`src/rtl/multi_key_filter_pkg.sv`:
```
// multi_key_filter_pkg: shared FSM states, event-type codes and width helper
package multi_key_filter_pkg;
  typedef enum logic [1:0] {UP, DEB_DN, DN, DEB_UP} key_st_e;
  localparam logic EVT_PRESS = 1'b1;
  localparam logic EVT_RELEASE = 1'b0;
  function automatic int ch_w(input int n);
    return n > 1 ? $clog2(n) : 1;
  endfunction
endpackage

```
`src/rtl/multi_key_filter_if.sv`:
```
// multi_key_filter_if: event port with valid/ack handshake and sticky overflow
interface multi_key_filter_if #(parameter int CH = 4);
  localparam int CW = multi_key_filter_pkg::ch_w(CH);
  logic evt_valid;
  logic [CW-1:0] evt_ch;
  logic evt_type;
  logic evt_ack;
  logic evt_ovf;
  modport master(output evt_valid, evt_ch, evt_type, evt_ovf, input evt_ack);
  modport slave(input evt_valid, evt_ch, evt_type, evt_ovf, output evt_ack);
endinterface

```
`src/rtl/key_filter_ch.sv`:
```
// key_filter_ch: one key's 2-flop synchroniser, debounce FSM and stable-cycle counter
module key_filter_ch import multi_key_filter_pkg::*; #(
  parameter int CNT_MAX = 1_000_000,
  parameter bit ACTIVE_LOW = 1
) (
  input  logic Clk,
  input  logic Reset,
  input  logic key,
  output logic key_state,
  output logic key_press,
  output logic key_release,
  output logic press_set,
  output logic release_set
);
  localparam int CW = $clog2(CNT_MAX + 1);
  localparam logic [CW-1:0] MAX = CW'(CNT_MAX);
  localparam logic [CW-1:0] ONE = CW'(1);
  key_st_e st, st_n;
  logic [CW-1:0] cnt, cnt_n;
  logic [1:0] sync;
  logic s, done;
  assign s = sync[1] ^ ACTIVE_LOW;
  assign done = cnt == MAX;
  assign key_state = st == DN || st == DEB_UP;
  always_ff @(posedge Clk or posedge Reset)
    if (Reset) begin
      sync <= {2{ACTIVE_LOW}};
      st <= UP;
      cnt <= '0;
      key_press <= 1'b0;
      key_release <= 1'b0;
    end else begin
      sync <= {sync[0], key};
      st <= st_n;
      cnt <= cnt_n;
      key_press <= press_set;
      key_release <= release_set;
    end
  // a level is accepted once the counter has seen CNT_MAX further agreeing samples
  always_comb begin
    st_n = st;
    cnt_n = cnt;
    press_set = 1'b0;
    release_set = 1'b0;
    case (st)
      UP: if (s) begin st_n = DEB_DN; cnt_n = ONE; end
      DEB_DN:
        if (!s) begin st_n = UP; cnt_n = '0; end
        else if (done) begin st_n = DN; cnt_n = '0; press_set = 1'b1; end
        else cnt_n = cnt + ONE;
      DN: if (!s) begin st_n = DEB_UP; cnt_n = ONE; end
      DEB_UP:
        if (s) begin st_n = DN; cnt_n = '0; end
        else if (done) begin st_n = UP; cnt_n = '0; release_set = 1'b1; end
        else cnt_n = cnt + ONE;
      default: st_n = UP;
    endcase
  end
endmodule

```
`src/rtl/multi_key_filter.sv`:
```
// multi_key_filter: CH debounced keys feeding a lowest-channel-first event port
module multi_key_filter import multi_key_filter_pkg::*; #(
  parameter int CH = 4,
  parameter int CNT_MAX = 1_000_000,
  parameter bit ACTIVE_LOW = 1,
  parameter bit REPORT_RELEASE = 0
) (
  input  logic Clk,
  input  logic Reset,
  input  logic [CH-1:0] key_in,
  output logic [CH-1:0] key_state,
  output logic [CH-1:0] key_press,
  output logic [CH-1:0] key_release,
  multi_key_filter_if.master evt
);
  localparam int CW = ch_w(CH);
  logic [CH-1:0] press_set, release_set, pend, typ, pend_n, typ_n, clr;
  logic [CW-1:0] ch_n;
  logic ovf_n;
  for (genvar i = 0; i < CH; i++) begin : g_ch
    key_filter_ch #(.CNT_MAX(CNT_MAX), .ACTIVE_LOW(ACTIVE_LOW)) u_ch (
      .Clk(Clk),
      .Reset(Reset),
      .key(key_in[i]),
      .key_state(key_state[i]),
      .key_press(key_press[i]),
      .key_release(key_release[i]),
      .press_set(press_set[i]),
      .release_set(release_set[i])
    );
  end
  // outputs are registered from next-state pending so they rise with the key pulse
  always_comb begin
    clr = '0;
    if (evt.evt_valid && evt.evt_ack) clr[evt.evt_ch] = 1'b1;
    pend_n = pend & ~clr;
    typ_n = typ;
    ovf_n = evt.evt_ovf;
    ch_n = '0;
    for (int c = 0; c < CH; c++)
      if (press_set[c] || (REPORT_RELEASE && release_set[c])) begin
        pend_n[c] = 1'b1;
        typ_n[c] = press_set[c] ? EVT_PRESS : EVT_RELEASE;
        ovf_n = ovf_n | (pend[c] & ~clr[c]);
      end
    for (int c = CH - 1; c >= 0; c--)
      if (pend_n[c]) ch_n = CW'(c);
  end
  always_ff @(posedge Clk or posedge Reset)
    if (Reset) begin
      pend <= '0;
      typ <= '0;
      evt.evt_valid <= 1'b0;
      evt.evt_ch <= '0;
      evt.evt_type <= 1'b0;
      evt.evt_ovf <= 1'b0;
    end else begin
      pend <= pend_n;
      typ <= typ_n;
      evt.evt_valid <= |pend_n;
      evt.evt_ch <= ch_n;
      evt.evt_type <= |pend_n & typ_n[ch_n];
      evt.evt_ovf <= ovf_n;
    end
endmodule

```
`src/flat_wrapper.sv`:
```
// flat-port wrapper written by rule: the top's interface ports become plain ports
module multi_key_filter_flat import multi_key_filter_pkg::*;
#(
  parameter int CH = 4,
  parameter int CNT_MAX = 1_000_000,
  parameter bit ACTIVE_LOW = 1,
  parameter bit REPORT_RELEASE = 0
)
  (Clk, Reset, key_in, key_state, key_press, key_release, evt_evt_valid, evt_evt_ch, evt_evt_type, evt_evt_ovf, evt_evt_ack);
  multi_key_filter_if #(.CH(CH)) evt_i ();
  input  logic Clk;
  input  logic Reset;
  input  logic [CH-1:0] key_in;
  output logic [CH-1:0] key_state;
  output logic [CH-1:0] key_press;
  output logic [CH-1:0] key_release;
  output wire logic [$bits(evt_i.evt_valid)-1:0] evt_evt_valid;
  output wire logic [$bits(evt_i.evt_ch)-1:0] evt_evt_ch;
  output wire logic [$bits(evt_i.evt_type)-1:0] evt_evt_type;
  output wire logic [$bits(evt_i.evt_ovf)-1:0] evt_evt_ovf;
  input wire logic [$bits(evt_i.evt_ack)-1:0] evt_evt_ack;
  assign evt_evt_valid = evt_i.evt_valid;
  assign evt_evt_ch = evt_i.evt_ch;
  assign evt_evt_type = evt_i.evt_type;
  assign evt_evt_ovf = evt_i.evt_ovf;
  assign evt_i.evt_ack = evt_evt_ack;
  multi_key_filter #(.CH(CH), .CNT_MAX(CNT_MAX), .ACTIVE_LOW(ACTIVE_LOW), .REPORT_RELEASE(REPORT_RELEASE)) u_core (.Clk(Clk), .Reset(Reset), .key_in(key_in), .key_state(key_state), .key_press(key_press), .key_release(key_release), .evt(evt_i));
endmodule
```
`config.mk`:
```
export PLATFORM = sky130hd
export DESIGN_NAME = multi_key_filter_flat
export DESIGN_NICKNAME = d
export VERILOG_FILES = /design/src/rtl/multi_key_filter_pkg.sv /design/src/rtl/multi_key_filter_if.sv /design/src/rtl/key_filter_ch.sv /design/src/rtl/multi_key_filter.sv /design/src/flat_wrapper.sv
export SDC_FILE = /design/constraint.sdc
export NUM_CORES = 1
export LEC_CHECK = 0
export CORE_ASPECT_RATIO = 0.6
export CORE_MARGIN = 2
export CORE_UTILIZATION = 35
export DETAILED_ROUTE_END_ITERATION = 12
export PLACE_DENSITY = 0.57
export SYNTH_ARGS = -nofsm -noshare
export SYNTH_HDL_FRONTEND = slang
export SYNTH_HIERARCHICAL = 1
export SYNTH_SLANG_ARGS = --single-unit
```
`constraint.sdc`:
```
create_clock -name Clk -period 2.1 [get_ports Clk]
set_clock_uncertainty 0.1 [all_clocks]
set_input_delay 0.42 -clock Clk [delete_from_list [all_inputs] [get_ports Clk]]
set_output_delay 0.42 -clock Clk [all_outputs]
set_load 0.01 [all_outputs]
```
==> reports/results.txt, run 1 <==
largest net degree at the start of global routing: 27
Commonest cells post-synth: 109 x dfrtp_1, 58 x nand2_1, 50 x nand3_1
share of flip-flops with an asynchronous set or reset: 100%
Req. time, crit path: 2310 ps
Routed Wire Length: 16.4 mm
router iterations before antenna repair: 5
Final Core Density: 49.3%
Yosys cell types: 46
Multi-input gate area: 0.00320 sq mm
Post-route DRC: 0
WP data arrival: 2450 ps
unrepaired setup endpoints after global routing: true
Final nets: 806
Vias/cell: 5.35
Area contributors post-synth: dfrtp_1 45%, a31oi_1 4.3%, nand3_1 4.1%, a21oi_1 3.6%, nand2_1 3.6%
clk slew on worst S/H paths: 50 ps
Worst Setup Start Kind: flop
Fmax achieved: 447 MHz
Num CTS Buffers: 17
Most used DFF post-synth: dfrtp_1
crit-path max cell delay: 390 ps
Mean Syn Cell Area: 9.63 sq um
Chip Width: 175 microns
ratio of cells with drive above 1 in the final layout: 31.3%
Overall Global Routing Usage: 18.0%
Register-to-Register Setup Slack: -140 ps
slowest stage cell, crit path: dfrtp_1
CP endpoint kind: flop
hold_ws: 254 ps
Skew-Pair Late Insertion Delay: 410 ps
Max FO, Critical Path: 3
Mapped Area: 0.00611 sq mm
failing checks: negative setup slack
Port Buffers: 23
FF/Latch Area: 0.00294 sq mm
RR Startpoint: u_core/g_ch[3].u_ch/cnt[0]
hold path depth: 0
Post-Syn Instances: 634
most common cell in the netlist: dfrtp_1
Power, Total: 8.41 mW
Top-Level Pins: 24
Die ar.: 0.0186 sq mm
part of the Yosys area used for sequential elements: 48.1%
final setup margin: -139 ps
diode count: 0
Yosys top cell area share: 44.7%
CP Cell Sequence: inv_2 > ha_2 > nor4bb_1 > and3_2 > nand3_4 > nor3_4 > a31oi_1 > o211a_1 > o31ai_2
HP Start: u_core/g_ch[3].u_ch/sync[0]
Hold Crit Class: flop to flop
area delta synth->final: 38.3%
GRT overflow: 0
max-cap violation count: 0
Post-synth EDFFs: 0
worst rel slew slack: 51.1%
detailed placement HPWL: 10.9 mm
pwr/cell area: 995 mW/mm^2
Vias: 5553
CP top delay family: simple AND/OR/NAND/NOR gates
Starting Density: 35.6%
Yosys top cell by area: dfrtp_1
worst path bufs/invs: 1
VDD IR max: 0.581 mV
DR iter-0 viols: 377
row count: 37
worst slew pin tran: 733 ps
CTS tree: yes
CTS sink cnt: 117
Clock Path Buffers: 2
Placeable Area: 0.0171 sq mm
Die Span Y: 106 microns
Synth Warn #: 6
# H-tree levels: 4
setup violators final: 4
Detail Route Antenna Nets: 0
number of fill cells: 1575
Final Hold Viols: 0
Seq cells post-synth: 117
Synth Net Count: 649
Tcrit/Tclk final: 107%
Critical R2R Capture: u_core/evt.evt_type
WS Path Type: flop to flop
leak pwr: 3.75 nW
CTS root buf: clkbuf_16
GPL Wtd Cong: 0.818
initial antenna violation count: 0
Slew Limit Fails: 0
status: complete, but fails checks
first-pass GRT wire length: 26.4 mm
cell count of the worst reg-to-reg path: 9
hold endpoint: u_core/g_ch[3].u_ch/sync[1]
DR WL/cell: 15.8 microns
Final min period: 2240 ps
vias in the first global route: 5284
cell usage in the layout (no fill, tap or decap), types with 16 or more instances in the layout:
cell type and instances:
dfrtp_1 109, a31oi_1 42, nand3_1 46, nand2_1 58, clkbuf_16 17, nand4_1 29
nor2_1 39, buf_4 138, inv_1 19, clkdlybuf4s50_1 23, mux2i_1 16, a21oi_1 42
cell families (layout without fill, tap and decap cells):
group	count (synthesis)	after routing	share of synthesized area (%)
buffers and inverters	60	225	4.10
AO/OA/AOI/OAI	150	154	16.3
XOR/XNOR	12	12	1.72
flip-flops	117	117	48.1
AND/OR/NAND/NOR	271	271	25.5
adder cells (fa/ha/maj)	8	8	1.64
multiplexers	16	16	2.62
worst reg2reg max path, delay by kind of cell, from the launching register on:
family / cells / cell delay (ps)
flops: 1 / 390
fa+ha+maj: 1 / 170
simple gates: 4 / 860
compound gates: 3 / 560
buf+inv: 1 / 70
report_power, final:
group | switching, mW | total [mW] | internal (mW)
clock | 0.999 | 2.80 | 1.81
combinational | 1.71 | 2.96 | 1.25
sequential | 0.186 | 2.64 | 2.45
total | 2.90 | 8.41 | 5.51
layout make-up:
class	count	area share [%]
Clock inverter	4	0.533
Timing Repair Buffer	166	15.9
Tap cell	234	3.47
Clock buffer	27	6.19
Inverter	28	1.24
Sequential cell	117	34.8
Multi-Input combinational cell	461	37.9
through the flow:
step / cell area [sq um] / setup slack [ps] / TNS [ps] / instances
2_1_floorplan: 6110 / 20.7 / 0 / 634
3_3_place_gp: 7380 / -76.5 / -275 / 979
3_5_place_dp: 7380 / -134 / -1720 / 979
4_1_cts: 8040 / -91.9 / -737 / 1013
5_1_grt: 8450 / -212 / -1540 / 1037
6_report: 8450 / -139 / -255 / 1037
timing repair:
action | 4_1_cts | 5_1_grt
setup endpoints to repair | 30 | 56
pin swaps | 8 | 14
resized for setup | 16 | 43
buffers inserted | 1 | 22
cloned | 2 | 2
hold buffers | 0 | 0
state kept, by name (all words and copies together) (netlist names), named ones only:
name and cells:
u_core/evt.evt_valid 1, u_core/typ 4, u_core/g_ch.u_ch/key_press 4, u_core/g_ch.u_ch/key_release 4, u_core/g_ch.u_ch/st 4, u_core/evt.evt_ch 2
u_core/g_ch.u_ch/cnt 80, u_core/evt.evt_type 1, u_core/evt.evt_ovf 1, u_core/pend 4, u_core/g_ch.u_ch/sync 8
worst max path at each step:
stage                                           from                     endpoint  cells after the start
after floorplan           u_core/g_ch[0].u_ch/cnt[0]         u_core/evt.evt_valid                      8
after global placement    u_core/g_ch[3].u_ch/cnt[0]         u_core/evt.evt_valid                     10
after detailed placement  u_core/g_ch[3].u_ch/cnt[0]         u_core/evt.evt_valid                     10
after CTS                 u_core/g_ch[2].u_ch/cnt[0]  u_core/g_ch[2].u_ch/cnt[11]                      8
after global routing      u_core/g_ch[3].u_ch/cnt[0]          u_core/evt.evt_type                      9
final                     u_core/g_ch[3].u_ch/cnt[0]          u_core/evt.evt_type                      9
metal layers:
layer / routed length, microns / global-route usage (%) / share of wire [%] / up-vias
met4: 174 / 5.48 / 1.1 / 0
met1: 8300 / 26.6 / 51 / 2725
met3: 723 / 4.40 / 4.4 / 19
li1: - / - / - / 2667
met5: 0 / 0 / 0 / -
met2: 7220 / 25.9 / 44 / 142
(Power assumes the default switching activity.)
==> inputs of run 2 (changes only) <==
==> constraint.sdc (replaced) <==
create_clock -name Clk -period 2.1 [get_ports Clk]
set_clock_uncertainty 0.1 [all_clocks]
set_input_delay 0.42 -clock Clk [delete_from_list [all_inputs] [get_ports Clk]]
set_output_delay 0.42 -clock Clk [all_outputs]
set_load 0.05 [all_outputs]
==> reports/results.txt, run 2 (synthesized netlist as in run 1, its figures left out) <==
Hold Crit Class: flop to flop
vias in the first global route: 5188 (-1.8%)
WS Path Type: flop to flop
# H-tree levels: 4 (unchanged)
Largest regs: u_core/g_ch.u_ch/cnt x80, u_core/g_ch.u_ch/sync x8
commonest non-fill, non-tap cells in the layout: 141 x buf_4, 109 x dfrtp_1, 58 x nand2_1, 46 x nand3_1, 42 x a21oi_1
detailed placement HPWL: 10.8 mm (-1.4%)
dpl ws: -177 ps (-43.2 ps)
leak pwr: 3.85 nW (+2.8%)
DR WL/cell: 15.8 microns (-0.41%)
Fmax achieved: 475 MHz (+6.4%)
ratio of cells with drive above 1 in the final layout: 33.3% (+2.0 points)
initial antenna violation count: 0 (unchanged)
unrepaired setup endpoints after global routing: true
clk slew on worst S/H paths: 50 ps (about the same)
number of fill cells: 1527 (-3.0%)
Overall Global Routing Usage: 17.6% (-0.35 points)
WP data arrival: 2310 ps (-140 ps)
largest net degree at the start of global routing: 38 (+41%)
Slew Limit Fails: 0 (unchanged)
GPL Wtd Cong: 0.818 (about the same)
hold_buf cts: 0 (unchanged)
pwr/cell area: 1020 mW/mm^2 (+2.3%)
Die ar.: 0.0186 sq mm (unchanged)
CTS sink cnt: 117 (unchanged)
Die Span Y: 106 microns (unchanged)
CP endpoint kind: flop
Detail Route Antenna Nets: 0 (unchanged)
Final min period: 2100 ps (-135 ps)
worst slew pin tran: 510 ps (-223 ps)
dpl cells: 978 (-0.10%)
row count: 37 (unchanged)
VDD IR max: 0.830 mV (+43%)
router iterations before antenna repair: 5 (unchanged)
area delta synth->final: 40.0%
final setup margin: -3.52 ps (+135 ps)
Max FO, Critical Path: 5 (+2)
status: complete, but fails checks
Req. time, crit path: 2310 ps (about the same)
CTS tree: yes
Final Hold Viols: 0 (unchanged)
CTS root buf: clkbuf_16
DR iter-0 viols: 329 (-13%)
Final nets: 807 (+0.12%)
Vias: 5561 (+0.14%)
Skew-Pair Late Insertion Delay: 410 ps (about the same)
Clock Path Buffers: 2 (unchanged)
Tcrit/Tclk final: 100% (-6.4 points)
setup violators final: 2 (-2)
Largest Register: u_core/g_ch.u_ch/cnt
max FFs per register: 80 (unchanged)
Vias/cell: 5.36 (+0.14%)
max-cap violation count: 0 (unchanged)
Top-Level Pins: 24 (unchanged)
Port Buffers: 23 (unchanged)
first-pass GRT wire length: 26.4 mm (about the same)
worst rel slew slack: 65.9% (+15 points)
Power, Total: 8.70 mW (+3.5%)
Register-to-Register Setup Slack: -4 ps (+140 ps)
commonest non-fill, non-tap cell in the layout: buf_4
post-route insts no fill: 1037 (unchanged)
diode count: 0 (unchanged)
Chip Width: 175 microns (unchanged)
failing checks: negative setup slack
Setup TNS Final: -6.27 ps (+249 ps)
GRT overflow: 0 (unchanged)
Num CTS Buffers: 17 (unchanged)
Placeable Area: 0.0171 sq mm (unchanged)
Routed Wire Length: 16.4 mm (-0.41%)
Worst Setup Start Kind: flop
Starting Density: 35.6% (unchanged)
Post-route DRC: 0 (unchanged)
-- run 2: cell types whose count changed in the layout (fill, tap and decap cells not counted), sizes merged, moves of 2 or more --
cell and delta:
clkbuf -7, bufinv +3, clkinvlp +2, dlymetal6s2s +2, buf +9, clkdlybuf4s50 -14
dlygate4sd2 +5
-- run 2: worst max-delay path, stage by stage (launching register included) --
cell	delay, ps
dfrtp_1	380
inv_2	60
ha_2	170
nor4bb_4	200
and3_4	240
nand3_4	80
nor3_4	200
buf_6	150
a211oi_2	40
o211a_1	130
o31ai_2	240
-- run 2: metal layers --
layer / GRT usage (%) / wire length, microns
met1: 26.2 / 8260
met2: 26.1 / 7350
met3: 3.68 / 667
met4: 4.46 / 78
met5: 0 / 0
-- run 2: final cells by class --
cell class / count / area, sq um / share of cell area (%)
tap: 234 / 293 / 3.43
inverter: 28 / 105 / 1.23
multi-input combinational: 460 / 3240 / 37.9
clock inverter: 10 / 155 / 1.81
sequential: 117 / 2940 / 34.4
clock buffer: 20 / 457 / 5.34
timing repair buffer: 168 / 1360 / 15.9
-- run 2: timing repair --
action,4_1_cts,5_1_grt
setup buffers,5,21
cloned,1,3
gates resized for setup,26,52
endpoints found under the setup margin,44,56
pin swaps,14,15
-- run 2: where the power goes --
group / total, mW / leakage [nW] / switching [mW] / internal (mW)
Sequential: 2.66 / 1.58 / 0.204 / 2.45
Clock: 3.01 / 0.298 / 0.988 / 2.02
Combinational: 3.03 / 1.98 / 1.82 / 1.22
-- run 2: path summary, 6_finish.rpt --
path / from / to / cells after the start
hold reg to reg: u_core/g_ch[0].u_ch/sync[0] / u_core/g_ch[0].u_ch/sync[1] / 0
min in group asynchronous: Reset / u_core/pend[1] / 2
setup / recovery: u_core/g_ch[1].u_ch/cnt[1] / u_core/evt.evt_type / 10
setup reg to reg: u_core/g_ch[1].u_ch/cnt[1] / u_core/evt.evt_type / 10
max in group asynchronous: Reset / u_core/typ[1] / 2
hold / removal: u_core/g_ch[0].u_ch/sync[0] / u_core/g_ch[0].u_ch/sync[1] / 0
-- run 2: stage by stage --
| step | cell area, sq um | hold WS (ps) | util (%) |
|---|---|---|---|
| after global routing | 8550 | 256 | 49.9 |
| after detailed placement | 7360 | 247 | 43.0 |
| final | 8550 | 254 | 49.9 |
| after CTS | 8100 | 255 | 47.3 |
| after floorplan | 6110 | 197 | - |
| after global placement | 7360 | 247 | 43.0 |
==> inputs of run 3 (changes only) <==
- PLACE_DENSITY: 0.57 -> 0.56
- RECOVER_POWER: unset -> 50
- SYNTH_HIERARCHICAL: 1 -> unset
==> reports/results.txt, run 3 <==
Post-route DRC: 0 (unchanged)
dpl cells: 957 (-2.1%)
unrepaired setup endpoints after global routing: true
final setup margin: 27.5 ps (+31.0 ps)
Largest regs: u_core.g_ch.u_ch.cnt x80, u_core.g_ch.u_ch.sync x8
ratio of cells with drive above 1 in the final layout: 23.5% (-9.7 points)
Power, Total: 7.18 mW (-17%)
dpl ws: -35.1 ps (+142 ps)
Yosys cell types: 66 (+43%)
Req. time, crit path: 2270 ps (-40 ps)
setup violators final: 0 (-2)
vias in the first global route: 4968 (-4.2%)
Area contributors post-synth: dfrtp_1 43%, nand2_1 4.4%, nand3_1 3.8%, mux2i_1 3.5%, dfstp_2 3.3%
Starting Density: 35.4% (-0.24 points)
Seq cells post-synth: 117 (unchanged)
Hold Crit Class: flop to flop
# H-tree levels: 4 (unchanged)
CTS tree: yes
commonest non-fill, non-tap cells in the layout: 108 x dfrtp_1, 79 x buf_4, 75 x nand2_1, 47 x nand3_1, 37 x a21oi_1
worst rel slew slack: 17.7% (-48 points)
Vias: 5128 (-7.8%)
Top-Level Pins: 24 (unchanged)
WP data arrival: 2250 ps (-60 ps)
most common cell in the netlist: dfrtp_1
CTS sink cnt: 117 (unchanged)
Synth Net Count: 674 (+3.9%)
Max FO, Critical Path: 9 (+4)
CTS root buf: clkbuf_16
Tcrit/Tclk final: 98.7% (-1.5 points)
Synth Warn #: 0 (-6)
Post-Syn Instances: 659 (+3.9%)
row count: 38 (+2.7%)
CP Cell Sequence: inv_1 > ha_1 > nor4b_4 > nand4_2 > o211a_2 > buf_4 > a21oi_1 > o21ai_0
cell area after layout: 0.00798 sq mm (-6.6%)
pwr/cell area: 900 mW/mm^2 (-12%)
Die ar.: 0.0193 sq mm (+3.8%)
crit-path max cell delay: 370 ps (about the same)
Overall Global Routing Usage: 16.2% (-1.4 points)
Final min period: 2070 ps (-31.0 ps)
DP Area: 0.00725 sq mm (-1.4%)
Vias/cell: 5.16 (-3.7%)
part of the Yosys area used for sequential elements: 46.3% (-1.8 points)
commonest non-fill, non-tap cell in the layout: dfrtp_1
first-pass GRT wire length: 24.8 mm (-6.1%)
Final Hold Viols: 0 (unchanged)
WS Path Type: flop to flop
Mean Syn Cell Area: 9.63 sq um (about the same)
Detail Route Antenna Nets: 0 (unchanged)
worst slew pin tran: 1230 ps (+724 ps)
max-cap violation count: 0 (unchanged)
post-route insts no fill: 993 (-4.2%)
Slew Limit Fails: 0 (unchanged)
Mapped Area: 0.00635 sq mm (+4.0%)
max FFs per register: 80 (unchanged)
Placeable Area: 0.0179 sq mm (+4.6%)
status: finished, final reports clean
Num CTS Buffers: 17 (unchanged)
router iterations before antenna repair: 4 (-1)
GPL Wtd Cong: 0.796 (-2.7%)
slowest stage cell, crit path: dfrtp_1
Post-synth EDFFs: 0 (unchanged)
CP endpoint kind: flop
diode count: 0 (unchanged)
Routed Wire Length: 14.8 mm (-9.5%)
Largest Register: u_core.g_ch.u_ch.cnt
Yosys top cell area share: 43.0% (-1.7 points)
detailed placement HPWL: 10.2 mm (-5.2%)
VDD IR max: 0.518 mV (-38%)
Worst Setup Start Kind: flop
Port Buffers: 23 (unchanged)
Clock Path Buffers: 2 (unchanged)
leak pwr: 3.49 nW (-9.3%)
Most used DFF post-synth: dfrtp_1
GRT overflow: 0 (unchanged)
hold_ws: 254 ps (+0.773 ps)
Fmax achieved: 483 MHz (+1.5%)
number of fill cells: 1696 (+11%)
DR iter-0 viols: 329 (unchanged)
initial antenna violation count: 0 (unchanged)
Skew-Pair Late Insertion Delay: 410 ps (about the same)
Final nets: 755 (-6.4%)
Chip Width: 178 microns (+1.9%)
Yosys top cell by area: dfrtp_1
clk slew on worst S/H paths: 60 ps (about the same)
Die Span Y: 108 microns (+1.9%)
Final Core Density: 44.5% (-5.4 points)
area delta synth->final: 25.8%
Commonest cells post-synth: 109 x dfrtp_1, 75 x nand2_1, 48 x nand3_1
largest net degree at the start of global routing: 63 (+66%)
share of flip-flops with an asynchronous set or reset: 100% (unchanged)
DR WL/cell: 14.9 microns (-5.5%)
Setup TNS Final: 0 ps (+6.27 ps)
## run 3: worst paths after layout
kind                                                  start                          end  slack [ps]  cells after the start
worst min register to register  u_core.g_ch[3].u_ch.sync[0]  u_core.g_ch[3].u_ch.sync[1]         250                      0
max in group asynchronous                             Reset   u_core.g_ch[0].u_ch.cnt[1]         350                      3
worst max-delay path             u_core.g_ch[1].u_ch.cnt[0]  u_core.g_ch[1].u_ch.cnt[12]          30                      8
min in group asynchronous                             Reset  u_core.g_ch[2].u_ch.cnt[14]         580                      3
worst min-delay path            u_core.g_ch[3].u_ch.sync[0]  u_core.g_ch[3].u_ch.sync[1]         250                      0
worst max register to register   u_core.g_ch[1].u_ch.cnt[0]  u_core.g_ch[1].u_ch.cnt[12]          30                      8
## run 3: cell families (layout without fill, tap and decap cells)
logic type / Yosys count / count (layout) / synth area share, %
compound gates: 144 / 144 / 15.0
xor+xnor: 18 / 18 / 2.48
fa+ha+maj: 8 / 8 / 1.58
buf+inv: 74 / 168 / 5.82
flops: 117 / 117 / 46.3
mux: 22 / 22 / 3.47
simple gates: 276 / 276 / 25.4
## run 3: worst max-delay path, delay by kind of cell, from the launching register on
family	cells	cell delay [ps]
compound gates	3	590
simple gates	2	410
fa+ha+maj	1	200
flops	1	370
buf+inv	2	250
## run 3: layout make-up
class	count	area, sq um	area share [%]
Clock buffer	20	457	5.72
Sequential cell	117	2940	36.8
Inverter	35	133	1.66
Timing Repair Buffer	101	840	10.5
Clock inverter	12	178	2.23
Tap cell	240	300	3.76
Multi-Input combinational cell	468	3140	39.3
## run 3: layer usage
metal	global-route usage (%)	vias to the layer above	share of wire, %
li1	-	2521	-
met1	24.3	2509	53
met2	23.1	86	43
met3	3.80	12	3.5
met4	4.45	0	0.80
met5	0	-	0
## run 3: what timing repair did
item | CTS | global route
pin swaps | 0 | 3
buffers inserted | 0 | 4
hold buffers | 0 | 0
gates resized for setup | 6 | 15
setup endpoints to repair | 8 | 41
## run 3: report_power, final
part | switching (mW) | total, mW | internal, mW | leakage (nW)
sequential | 0.153 | 2.56 | 2.40 | 1.58
clock | 1.07 | 3.12 | 2.05 | 0.298
combinational | 0.856 | 1.51 | 0.653 | 1.61
